<file path="src/rtl/ddr5_phy_crc_check.sv">
// ddr5_phy_crc_check
// Read-path CRC-8 checker for the DDR5 PHY. Accumulates one CRC-8 (poly 0x07,
// init 0x00, no reflection, no final XOR) per x4 nibble over the 8 data slices
// of a burst, then compares against the trailer slice. It reports per-nibble
// mismatch flags and keeps a saturating count of failing bursts.
module ddr5_phy_crc_check #(
   parameter int          pDRAM_SIZE   = 4,
   // Saturation ceiling of the error counter; normally the full 16-bit range.
   parameter logic [15:0] pERR_CNT_MAX = 16'hFFFF
) (
   input  logic                      clk_i,
   input  logic                      rst_n_i,
   input  logic                      crc_en_i,
   input  logic [2*pDRAM_SIZE-1:0]   crc_in_data_i,
   input  logic                      crc_flush_i,
   input  logic                      crc_err_clr_i,
   output logic                      crc_busy_o,
   output logic                      crc_done_o,
   output logic                      crc_err_o,
   output logic [pDRAM_SIZE/4-1:0]   crc_err_lane_o,
   output logic [15:0]               crc_err_cnt_o
);

   localparam int N = pDRAM_SIZE / 4;

   localparam logic [1:0] ST_IDLE = 2'd0;
   localparam logic [1:0] ST_DATA = 2'd1;
   localparam logic [1:0] ST_CRC  = 2'd2;

   // One byte step of the CRC-8, bit 7 of the data byte processed first.
   function automatic logic [7:0] crc8_step(input logic [7:0] crc, input logic [7:0] d);
      logic [7:0] c;
      c = crc ^ d;
      for (int i = 0; i < 8; i++) begin
         c = {c[6:0], 1'b0} ^ (c[7] ? 8'h07 : 8'h00);
      end
      return c;
   endfunction

   logic [1:0]     state_r,  state_nxt_s;
   logic [2:0]     dcnt_r,   dcnt_nxt_s;
   logic [8*N-1:0] crc_r,    crc_nxt_s;
   logic           busy_r;
   logic           done_r,   done_nxt_s;
   logic           err_r,    err_nxt_s;
   logic [N-1:0]   lane_r,   lane_nxt_s;
   logic [15:0]    cnt_r,    cnt_nxt_s, cnt_base_s;
   logic [8*N-1:0] step_s;
   logic [N-1:0]   mis_s;

   // Per-nibble byte step of the accumulator and trailer comparison.
   always_comb begin
      step_s = {(8*N){1'b0}};
      mis_s  = {N{1'b0}};
      for (int k = 0; k < N; k++) begin
         if (state_r == ST_IDLE) begin
            step_s[8*k +: 8] = crc8_step(8'h00, crc_in_data_i[8*k +: 8]);
         end else begin
            step_s[8*k +: 8] = crc8_step(crc_r[8*k +: 8], crc_in_data_i[8*k +: 8]);
         end
         mis_s[k] = (crc_r[8*k +: 8] != crc_in_data_i[8*k +: 8]);
      end
   end

   // Burst sequencing: IDLE -> DATA (8 slices) -> CRC compare; flush aborts.
   always_comb begin
      state_nxt_s = state_r;
      dcnt_nxt_s  = dcnt_r;
      crc_nxt_s   = crc_r;
      done_nxt_s  = 1'b0;
      lane_nxt_s  = lane_r;
      err_nxt_s   = err_r;
      if (crc_flush_i) begin
         state_nxt_s = ST_IDLE;
         dcnt_nxt_s  = 3'd0;
         crc_nxt_s   = {(8*N){1'b0}};
      end else if (crc_en_i) begin
         case (state_r)
            ST_IDLE: begin
               crc_nxt_s   = step_s;
               dcnt_nxt_s  = 3'd1;
               state_nxt_s = ST_DATA;
            end
            ST_DATA: begin
               crc_nxt_s  = step_s;
               dcnt_nxt_s = dcnt_r + 3'd1;
               if (dcnt_r == 3'd7) begin
                  state_nxt_s = ST_CRC;
               end else begin
                  state_nxt_s = ST_DATA;
               end
            end
            ST_CRC: begin
               lane_nxt_s  = mis_s;
               err_nxt_s   = |mis_s;
               done_nxt_s  = 1'b1;
               state_nxt_s = ST_IDLE;
               dcnt_nxt_s  = 3'd0;
               // Clearing here keeps IDLE's accumulator at the initial value.
               crc_nxt_s   = {(8*N){1'b0}};
            end
            default: begin
               state_nxt_s = ST_IDLE;
               dcnt_nxt_s  = 3'd0;
               crc_nxt_s   = {(8*N){1'b0}};
            end
         endcase
      end else begin
         state_nxt_s = state_r;
      end
   end

   // Error counter: clear first, then a failing done increments (saturating).
   always_comb begin
      cnt_base_s = crc_err_clr_i ? 16'h0000 : cnt_r;
      if (done_nxt_s && err_nxt_s && (cnt_base_s != pERR_CNT_MAX)) begin
         cnt_nxt_s = cnt_base_s + 16'd1;
      end else begin
         cnt_nxt_s = cnt_base_s;
      end
   end

   // State, accumulator and registered status outputs.
   always_ff @(posedge clk_i or negedge rst_n_i) begin
      if (!rst_n_i) begin
         state_r <= ST_IDLE;
         dcnt_r  <= 3'd0;
         crc_r   <= {(8*N){1'b0}};
         busy_r  <= 1'b0;
         done_r  <= 1'b0;
         err_r   <= 1'b0;
         lane_r  <= {N{1'b0}};
         cnt_r   <= 16'h0000;
      end else begin
         state_r <= state_nxt_s;
         dcnt_r  <= dcnt_nxt_s;
         crc_r   <= crc_nxt_s;
         busy_r  <= (state_nxt_s != ST_IDLE);
         done_r  <= done_nxt_s;
         err_r   <= err_nxt_s;
         lane_r  <= lane_nxt_s;
         cnt_r   <= cnt_nxt_s;
      end
   end

   assign crc_busy_o     = busy_r;
   assign crc_done_o     = done_r;
   assign crc_err_o      = err_r;
   assign crc_err_lane_o = lane_r;
   assign crc_err_cnt_o  = cnt_r;

endmodule

</file>
<file path="config.mk">
export PLATFORM = sky130hd
export DESIGN_NAME = ddr5_phy_crc_check
export DESIGN_NICKNAME = d
export VERILOG_FILES = /design/src/rtl/ddr5_phy_crc_check.sv
export SDC_FILE = /design/constraint.sdc
export NUM_CORES = 1
export LEC_CHECK = 0
export BUFFER_PORTS_ARGS = -buffer_cell sky130_fd_sc_hd__buf_2
export CORE_MARGIN = 5
export CORE_UTILIZATION = 55
export CTS_CLUSTER_SIZE = 10
export DETAILED_ROUTE_END_ITERATION = 8
export PLACE_DENSITY = 0.78
export SKIP_CTS_REPAIR_TIMING = 1
export SYNTH_ARGS = -nofsm -noshare
export SYNTH_HDL_FRONTEND = slang
export SYNTH_SLANG_ARGS = --single-unit
</file>
<file path="constraint.sdc">
create_clock -name clk_i -period 5.7 [get_ports clk_i]
set_input_delay 0.285 -clock clk_i [delete_from_list [all_inputs] [get_ports clk_i]]
set_output_delay 0.285 -clock clk_i [all_outputs]
set_load 0.05 [all_outputs]
</file>
==> results of run 1 <==
==> flip-flops by register name, summed over array words and instances (netlist names) <==
register and count:
crc_err_o 1, crc_err_lane_o 1, crc_err_cnt_o 16, crc_busy_o 1, crc_r 8, crc_done_o 1
state_r 2, dcnt_r 3
==> synthesized netlist by cell type <==
master / instances / area [sq um]
mux2_2: 2 / 22.5
nor3_1: 2 / 10.0
a211oi_1: 3 / 22.5
o21ai_1: 1 / 5.00
buf_6: 2 / 22.5
a21oi_1: 9 / 45.0
o31a_1: 1 / 8.76
xnor2_2: 2 / 32.5
a21o_1: 1 / 7.51
or2_2: 1 / 6.26
ha_1: 6 / 75.1
nor2_1: 15 / 56.3
and3_1: 4 / 25.0
mux2i_1: 5 / 50.1
xnor2_1: 28 / 245
and2_4: 1 / 8.76
xnor3_1: 1 / 22.5
dfrtp_1: 33 / 826
a22oi_1: 2 / 15.0
a31o_4: 1 / 17.5
a31oi_1: 1 / 6.26
nor4_1: 1 / 6.26
clkbuf_1: 7 / 26.3
nand4bb_1: 1 / 11.3
nand2b_1: 12 / 75.1
and4_1: 4 / 35.0
a22o_1: 2 / 17.5
a41oi_4: 1 / 27.5
inv_1: 3 / 11.3
nand4b_1: 1 / 8.76
nor2b_1: 15 / 93.8
nand3_1: 8 / 40.0
o211ai_1: 1 / 7.51
nand4_1: 2 / 12.5
nand2_1: 8 / 30.0
and4b_1: 4 / 40.0
nand4_2: 2 / 25.0
o21ai_0: 2 / 10.0
xor3_1: 1 / 23.8
xor2_1: 13 / 114
and2_1: 1 / 6.26
nand3b_1: 2 / 15.0
==> routing by layer <==
layer  share of wire [%]  vias up  wire [um]
li1                    -      793          -
met1                  48      765       2010
met2                  46       45       1930
met3                 5.0        2        210
met4                0.81        0         34
met5                   0        -          0
==> how the worst max path moves through the flow <==
stage | from | to | slack [ns] | depth (start not counted)
after floorplan | crc_err_cnt_o[1] | crc_err_cnt_o[3] | 3.53 | 7
after global placement | crc_in_data_i[4] | crc_err_cnt_o[3] | 3.24 | 9
after detailed placement | crc_in_data_i[4] | crc_err_cnt_o[3] | 3.16 | 9
after CTS | crc_r[4] | crc_err_cnt_o[3] | 3.22 | 8
after global routing | crc_r[4] | crc_err_cnt_o[3] | 3.10 | 8
final | crc_r[4] | crc_err_cnt_o[3] | 3.24 | 8
==> worst reg2reg max path, stage by stage (launching register included) <==
cell and delay (ns):
dfrtp_1 0.38, xor2_1 0.28, inv_1 0.08, ha_1 0.19
and3_1 0.19, a31o_4 0.25, a41oi_4 0.40, and4_1 0.26
mux2_2 0.33
==> per-stage QoR <==
| stage | instance area (sq um) | setup slack [ns] |
|---|---|---|
| 6_report | 2450 | 3.24 |
| 5_1_grt | 2450 | 3.10 |
| 4_1_cts | 2450 | 3.22 |
| 3_5_place_dp | 2340 | 3.16 |
| 3_3_place_gp | 2340 | 3.24 |
| 2_1_floorplan | 2170 | 3.53 |
==> power by group through the flow <==
| stage | Combinational [uW] | Clock [uW] | Sequential (uW) |
|---|---|---|---|
| after detailed placement | 129 | 0 | 257 |
| after global routing | 143 | 240 | 254 |
| final | 129 | 223 | 253 |
| after CTS | 130 | 228 | 253 |
| after floorplan | 102 | 0 | 255 |
| after global placement | 127 | 0 | 257 |
==> layout by cell type, fill, tap and decap left out, types with 3 or more instances in the layout <==
cell type  netlist  final
nand2_1          8      8
nand2b_1        12     12
buf_2            0     32
xor2_1          13     13
and4_1           4      4
inv_1            3      3
xnor2_1         28     28
a21oi_1          9      9
a211oi_1         3      3
ha_1             6      6
and4b_1          4      4
clkbuf_8         0      6
nor2_1          15     15
dfrtp_1         33     33
nor2b_1         15     15
nand3_1          8      8
and3_1           4      4
mux2i_1          5      5
==> logic make-up (layout without fill, tap and decap cells) <==
logic type / Yosys count / count (layout) / synth area share (%)
compound gates: 25 / 25 / 8.78
xor+xnor: 45 / 45 / 20.2
flops: 33 / 33 / 38.1
simple gates: 84 / 84 / 23.3
mux: 7 / 7 / 3.35
buf+inv: 12 / 43 / 2.77
fa+ha+maj: 6 / 6 / 3.46
==> final cells by class <==
| type | instances | area, sq um | share of cell area (%) |
|---|---|---|---|
| clock buffers | 7 | 86.3 | 3.52 |
| clock inverters | 1 | 30.0 | 1.22 |
| inverters | 3 | 11.3 | 0.459 |
| multi-input cells | 167 | 1280 | 52.2 |
| flip-flops and latches | 33 | 826 | 33.6 |
| well taps | 48 | 60.1 | 2.45 |
| repair buffers | 32 | 160 | 6.52 |
==> summary.md, run 1 <==
| Metric | Value |
|---|---|
| Status | `complete, no violations` |
| Ports | `33` |
| Routed vias/inst | `5.52` |
| Startpoint types | `register` |
| Post-layout nets | `261` |
| Worst Hold Class | `input port to asynchronous set/reset pin` |
| Grt peak-use layer | `met2` |
| Clock Tree Buf Depth | `2` |
| Synthesized cell area | `0.00217 sq mm` |
| Switching Power | `156 uW` |
| Fraction of layout cells with a size suffix above 1 | `20.2%` |
| CTS tree | `yes` |
| First-pass detailed-route iteration total | `4` |
| Yosys reg bits | `33` |
| Power Dens Cells | `247 mW/mm^2` |
| Met3 Use GR | `3.03%` |
| First-pass GRT wire length | `7.00 mm` |
| M2 GR Usage | `24.8%` |
| Final Core Density | `65.6%` |
| Overall power | `605 uW` |
| Worst reg2reg path depth | `8` |
| Mapped Cells | `212` |
| Worst R2R End | `crc_err_cnt_o[3]` |
| Final ANT Viol Nets | `0` |
| TNS Setup | `0 ns` |
| Crit Path Max Fanout | `12` |
| Cell-internal power | `449 uW` |
| RD Place Congestion | `0.839` |
| Area Growth Syn to Fin | `13.3%` |
| Clock Pin Slew Worst Setup and Hold Paths | `0.07 ns` |
| Delay-heaviest family, CP | `compound AO/OA/AOI/OAI gates` |
| Fin. Hold Viols | `0` |
| Peak VDD IR | `0.180 mV` |
| Via count | `1605` |
| HPWL after detailed placement | `3.10 mm` |
| Minimum clock period | `2.46 ns` |
| Worst reg2reg startpoint | `crc_r[4]` |
| Max Cap Viol | `0` |
| Num CTS Buffers | `5` |
| Reg power frac | `41.7%` |
| Row cnt | `22` |
| WHS | `0.0774 ns` |
| CTS sink count | `33` |
| Power share of the combinational group | `21.4%` |
| GRT Total Usage | `16.7%` |
| Initial antenna violation count | `0` |
| Core area | `0.00374 sq mm` |
| Crit path kind | `register to register` |
| Layout Cells excl Fill | `291` |
| Fin crit share | `43.2%` |
| CP bufs+invs | `1` |
| Die Wd | `72.8 um` |
| Leakage power | `0.00119 uW` |
| Max-slew headroom | `49.4%` |
| GR Overflow Total | `0` |
| Root buf cell | `clkbuf_8` |
| Die ar. | `0.00530 sq mm` |
| H-tree depth | `2` |
| Worst skew pair latency | `0.28 ns` |
| Max stage delay on crit path | `0.40 ns` |
| Die height | `72.8 um` |
| Final Skew | `0.00966 ns` |
| Syn nets | `231` |
| RSZ-0062 raised after global routing | `no` |
| Slew @ Worst Pin | `0.759 ns` |
| Yosys cell types | `42` |
| CP arrival | `2.63 ns` |
| Syn avg cell area | `10.2 sq um` |
| PortBufs | `32` |
| Sw frac | `25.8%` |
| DRC | `0` |
| Max Slew Vio Count | `0` |
| Pin count of the biggest net entering global routing | `34` |
| Peak Freq | `406 MHz` |
| CP endpoint kind | `register` |
| Critical-path top delay cell | `a41oi_4` |
| Clk network pwr share | `36.9%` |
| Routing usage on met1 | `23.9%` |
| Fillers | `303` |
| Diode count | `0` |
| Worst path cell trace | `xor2_1 > inv_1 > ha_1 > and3_1 > a31o_4 > a41oi_4 > and4_1 > mux2_2` |
| Starting Density | `57.9%` |
| Final setup fails | `0` |
| YS warnings | `0` |
| Reg2reg setup slack | `3.24 ns` |
| Avg WL per Cell | `14.4 um` |
| Placed Cells | `283` |
| Total Wirelength | `4.18 mm` |
| Worst Path Required | `5.86 ns` |
| DRT iter0 DRCs | `142` |
| Sequential area share after synthesis | `38.1%` |
| Vias in the first global route | `1496` |
No activity file was read; power rests on OpenSTA's default activity.
==> run 2: changes to the inputs <==
ABC_AREA = 1   (was not set)
PLACE_DENSITY = 0.77   (was 0.78)
clock period = 2.5 ns   (was 5.7 ns; I/O delays follow)
==> summary.md, run 2 <==
| Metric | Value |
|---|---|
| Peak Freq | `481 MHz` |
| HPWL after detailed placement | `4.09 mm` |
| Worst hold stages | `4` |
| Initial antenna violation count | `0` |
| Fraction of layout cells with a size suffix above 1 | `19.4%` |
| Yosys cell types | `30` |
| Cell taking the most area after synthesis | `dfrtp_1` |
| CP endpoint kind | `register` |
| Reg2reg setup slack | `0.42 ns` |
| Min-Delay Endpoint | `crc_r[5]` |
| Final Core Density | `64.9%` |
| Worst path cell trace | `inv_1 > nor2_1 > ha_1 > nand2_1 > nor3_4 > nand2_2 > nor2_4 > nand3_2 > nand2_4 > inv_4 > nand2_1 > o21ai_2` |
| Commonest cells in the netlist | `nand2_1, inv_1, dfrtp_1` |
| CP dominant cell by count | `nand2_1` |
| Yosys reg bits | `33` |
| YS warnings | `0` |
| Total Wirelength | `5.25 mm` |
| Clock Pin Slew Worst Setup and Hold Paths | `0.07 ns` |
| Worst reg2reg path depth | `12` |
| GR Overflow Total | `0` |
| CTS sink count | `33` |
| CP bufs+invs | `2` |
| DRT iter0 DRCs | `125` |
| DRC | `0` |
| Top_reg_cell synth | `dfrtp_1` |
| Max Slew Vio Count | `0` |
| Status | `complete, no violations` |
| Syn nets | `342` |
| First-pass GRT wire length | `8.77 mm` |
| Fillers | `388` |
| RSZ-0062 raised after global routing | `no` |
| H-tree depth | `2` |
| Count leader, synth | `nand2_1` |
| Post-synth EDFFs | `0` |
| Leakage power | `0.00138 uW` |
| Minimum clock period | `2.08 ns` |
| WHS | `0.149 ns` |
| PortBufs | `32` |
| Synth top area share | `34.8%` |
| Setup slack after layout | `0.422 ns` |
| Clock Tree Buf Depth | `2` |
| Diode count | `0` |
| Synthesized cell area | `0.00237 sq mm` |
| Max-slew headroom | `50.1%` |
| CTS tree | `yes` |
| Via count | `2133` |
| Pin count of the biggest net entering global routing | `34` |
| Worst R2R End | `crc_err_cnt_o[13]` |
| Row cnt | `23` |
| Area Growth Syn to Fin | `11.9%` |
| Fin. Hold Viols | `0` |
| CP arrival | `2.25 ns` |
| Syn avg cell area | `7.34 sq um` |
| Fin crit share | `83.1%` |
| Most frequent cells in the layout | `nand2_1, inv_1, dfrtp_1, buf_2, nor2_1` |
| Sequential area share after synthesis | `34.8%` |
| Die height | `75.7 um` |
| Crit path kind | `register to register` |
| Critical-path top delay cell | `dfrtp_1` |
| Final ANT Viol Nets | `0` |
| Hold path start | `crc_flush_i` |
| Delay-heaviest family, CP | `simple AND/OR/NAND/NOR gates` |
| Die ar. | `0.00573 sq mm` |
| Starting Density | `58.1%` |
| Number of flip-flops under the largest register name | `16` |
| Slew @ Worst Pin | `0.749 ns` |
| Root buf cell | `clkbuf_8` |
| Power Dens Cells | `472 mW/mm^2` |
| Vias in the first global route | `1910` |
| Ys async rst share | `100%` |
| Final setup fails | `0` |
| Peak VDD IR | `0.429 mV` |
| Max Cap Viol | `0` |
| Die Wd | `75.7 um` |
| Post-DP Area | `0.00256 sq mm` |
| RD Place Congestion | `0.914` |
| Worst Hold Class | `input port to register` |
| Place WS | `0.444 ns` |
| Core area | `0.00409 sq mm` |
| Final Skew | `0.00644 ns` |
| Commonest non-fill, non-tap cell in the layout | `nand2_1` |
| Worst Path Required | `2.68 ns` |
| Worst skew pair latency | `0.29 ns` |
| Post-layout nets | `379` |
| Post-Layout Inst Area | `0.00265 sq mm` |
| First-pass detailed-route iteration total | `4` |
| Crit Path Max Fanout | `22` |
| Worst reg2reg startpoint | `crc_err_cnt_o[0]` |
| GRT Total Usage | `20.4%` |
| TNS Setup | `0 ns` |
| Max stage delay on crit path | `0.36 ns` |
| Routed vias/inst | `5.19` |
| Num CTS Buffers | `5` |
| Ports | `33` |
| Ranking of synthesized cells by area | `dfrtp_1, nand2_1, xnor2_1, inv_1, xor2_1` |
| Startpoint types | `register` |
| Avg WL per Cell | `12.8 um` |
| Mapped Cells | `323` |
-- run 2: cell count changes after synthesis, moves of 5 or more --
cell,change
nor2b_1,-15
nor2_1,+8
mux2i_1,-5
nand2b_1,-12
o21ai_0,+14
o21ai_2,+6
inv_1,+34
nand3_1,+11
nand2_1,+104
a21oi_1,-8
xnor2_1,-12
clkbuf_1,-7
-- run 2: worst max path at each step --
stage	endpoint	start	slack (ns)	depth (start not counted)
3_3_place_gp	crc_err_cnt_o[9]	crc_err_clr_i	0.52	12
3_5_place_dp	crc_err_cnt_o[4]	crc_err_clr_i	0.44	12
2_1_floorplan	crc_err_cnt_o[13]	crc_err_cnt_o[0]	0.21	13
5_1_grt	crc_err_cnt_o[13]	crc_err_cnt_o[0]	0.22	12
6_report	crc_err_cnt_o[13]	crc_err_cnt_o[0]	0.42	12
4_1_cts	crc_err_cnt_o[13]	crc_err_cnt_o[0]	0.43	12
-- run 2: metrics by stage --
stage | std cells | total power [uW]
6_report | 411 | 1250
4_1_cts | 410 | 1260
3_5_place_dp | 402 | 858
2_1_floorplan | 323 | 782
3_3_place_gp | 402 | 848
5_1_grt | 411 | 1330
-- run 2: worst min-delay path, stage by stage --
cell	delay [ns]
buf_2	0.11
nor2_4	0.07
nand2_1	0.06
nand2_1	0.04
-- run 2: logic make-up (layout without fill, tap and decap cells) --
group                      Yosys count  after routing  share of synthesized area [%]
AOI/OAI and AO/OA                   27             27                           7.17
DFF                                 33             33                           34.8
buffers and inverters               43             81                           7.96
and+or+nand+nor                    186            186                           36.5
adders and majority gates            6              6                           3.16
xor gates and xnor gates            28             28                           10.3
-- run 2: report_power, final --
| part | switching [uW] | internal [uW] | total (uW) |
|---|---|---|---|
| clock network | 209 | 193 | 402 |
| registers | 14.4 | 554 | 568 |
| logic | 182 | 100 | 282 |
| total | 405 | 847 | 1250 |
-- run 2: layer usage --
metal | vias up | track usage, % | part of all wire [%] | wire length (um)
li1 | 1090 | - | - | -
met1 | 978 | 30.0 | 49 | 2550
met2 | 55 | 29.7 | 44 | 2330
met3 | 10 | 4.62 | 5.7 | 300
met4 | 0 | 6.60 | 1.4 | 72
met5 | - | 0 | 0 | 0
-- run 2: final cells by class --
cell class	instances	area, sq um	area share [%]
well taps	50	62.6	2.36
repair buffers	33	170	6.41
flip-flops and latches	33	826	31.1
clock buffers	6	72.6	2.73
multi-input cells	247	1360	51.2
clock inverters	2	10.0	0.377
inverters	40	155	5.85
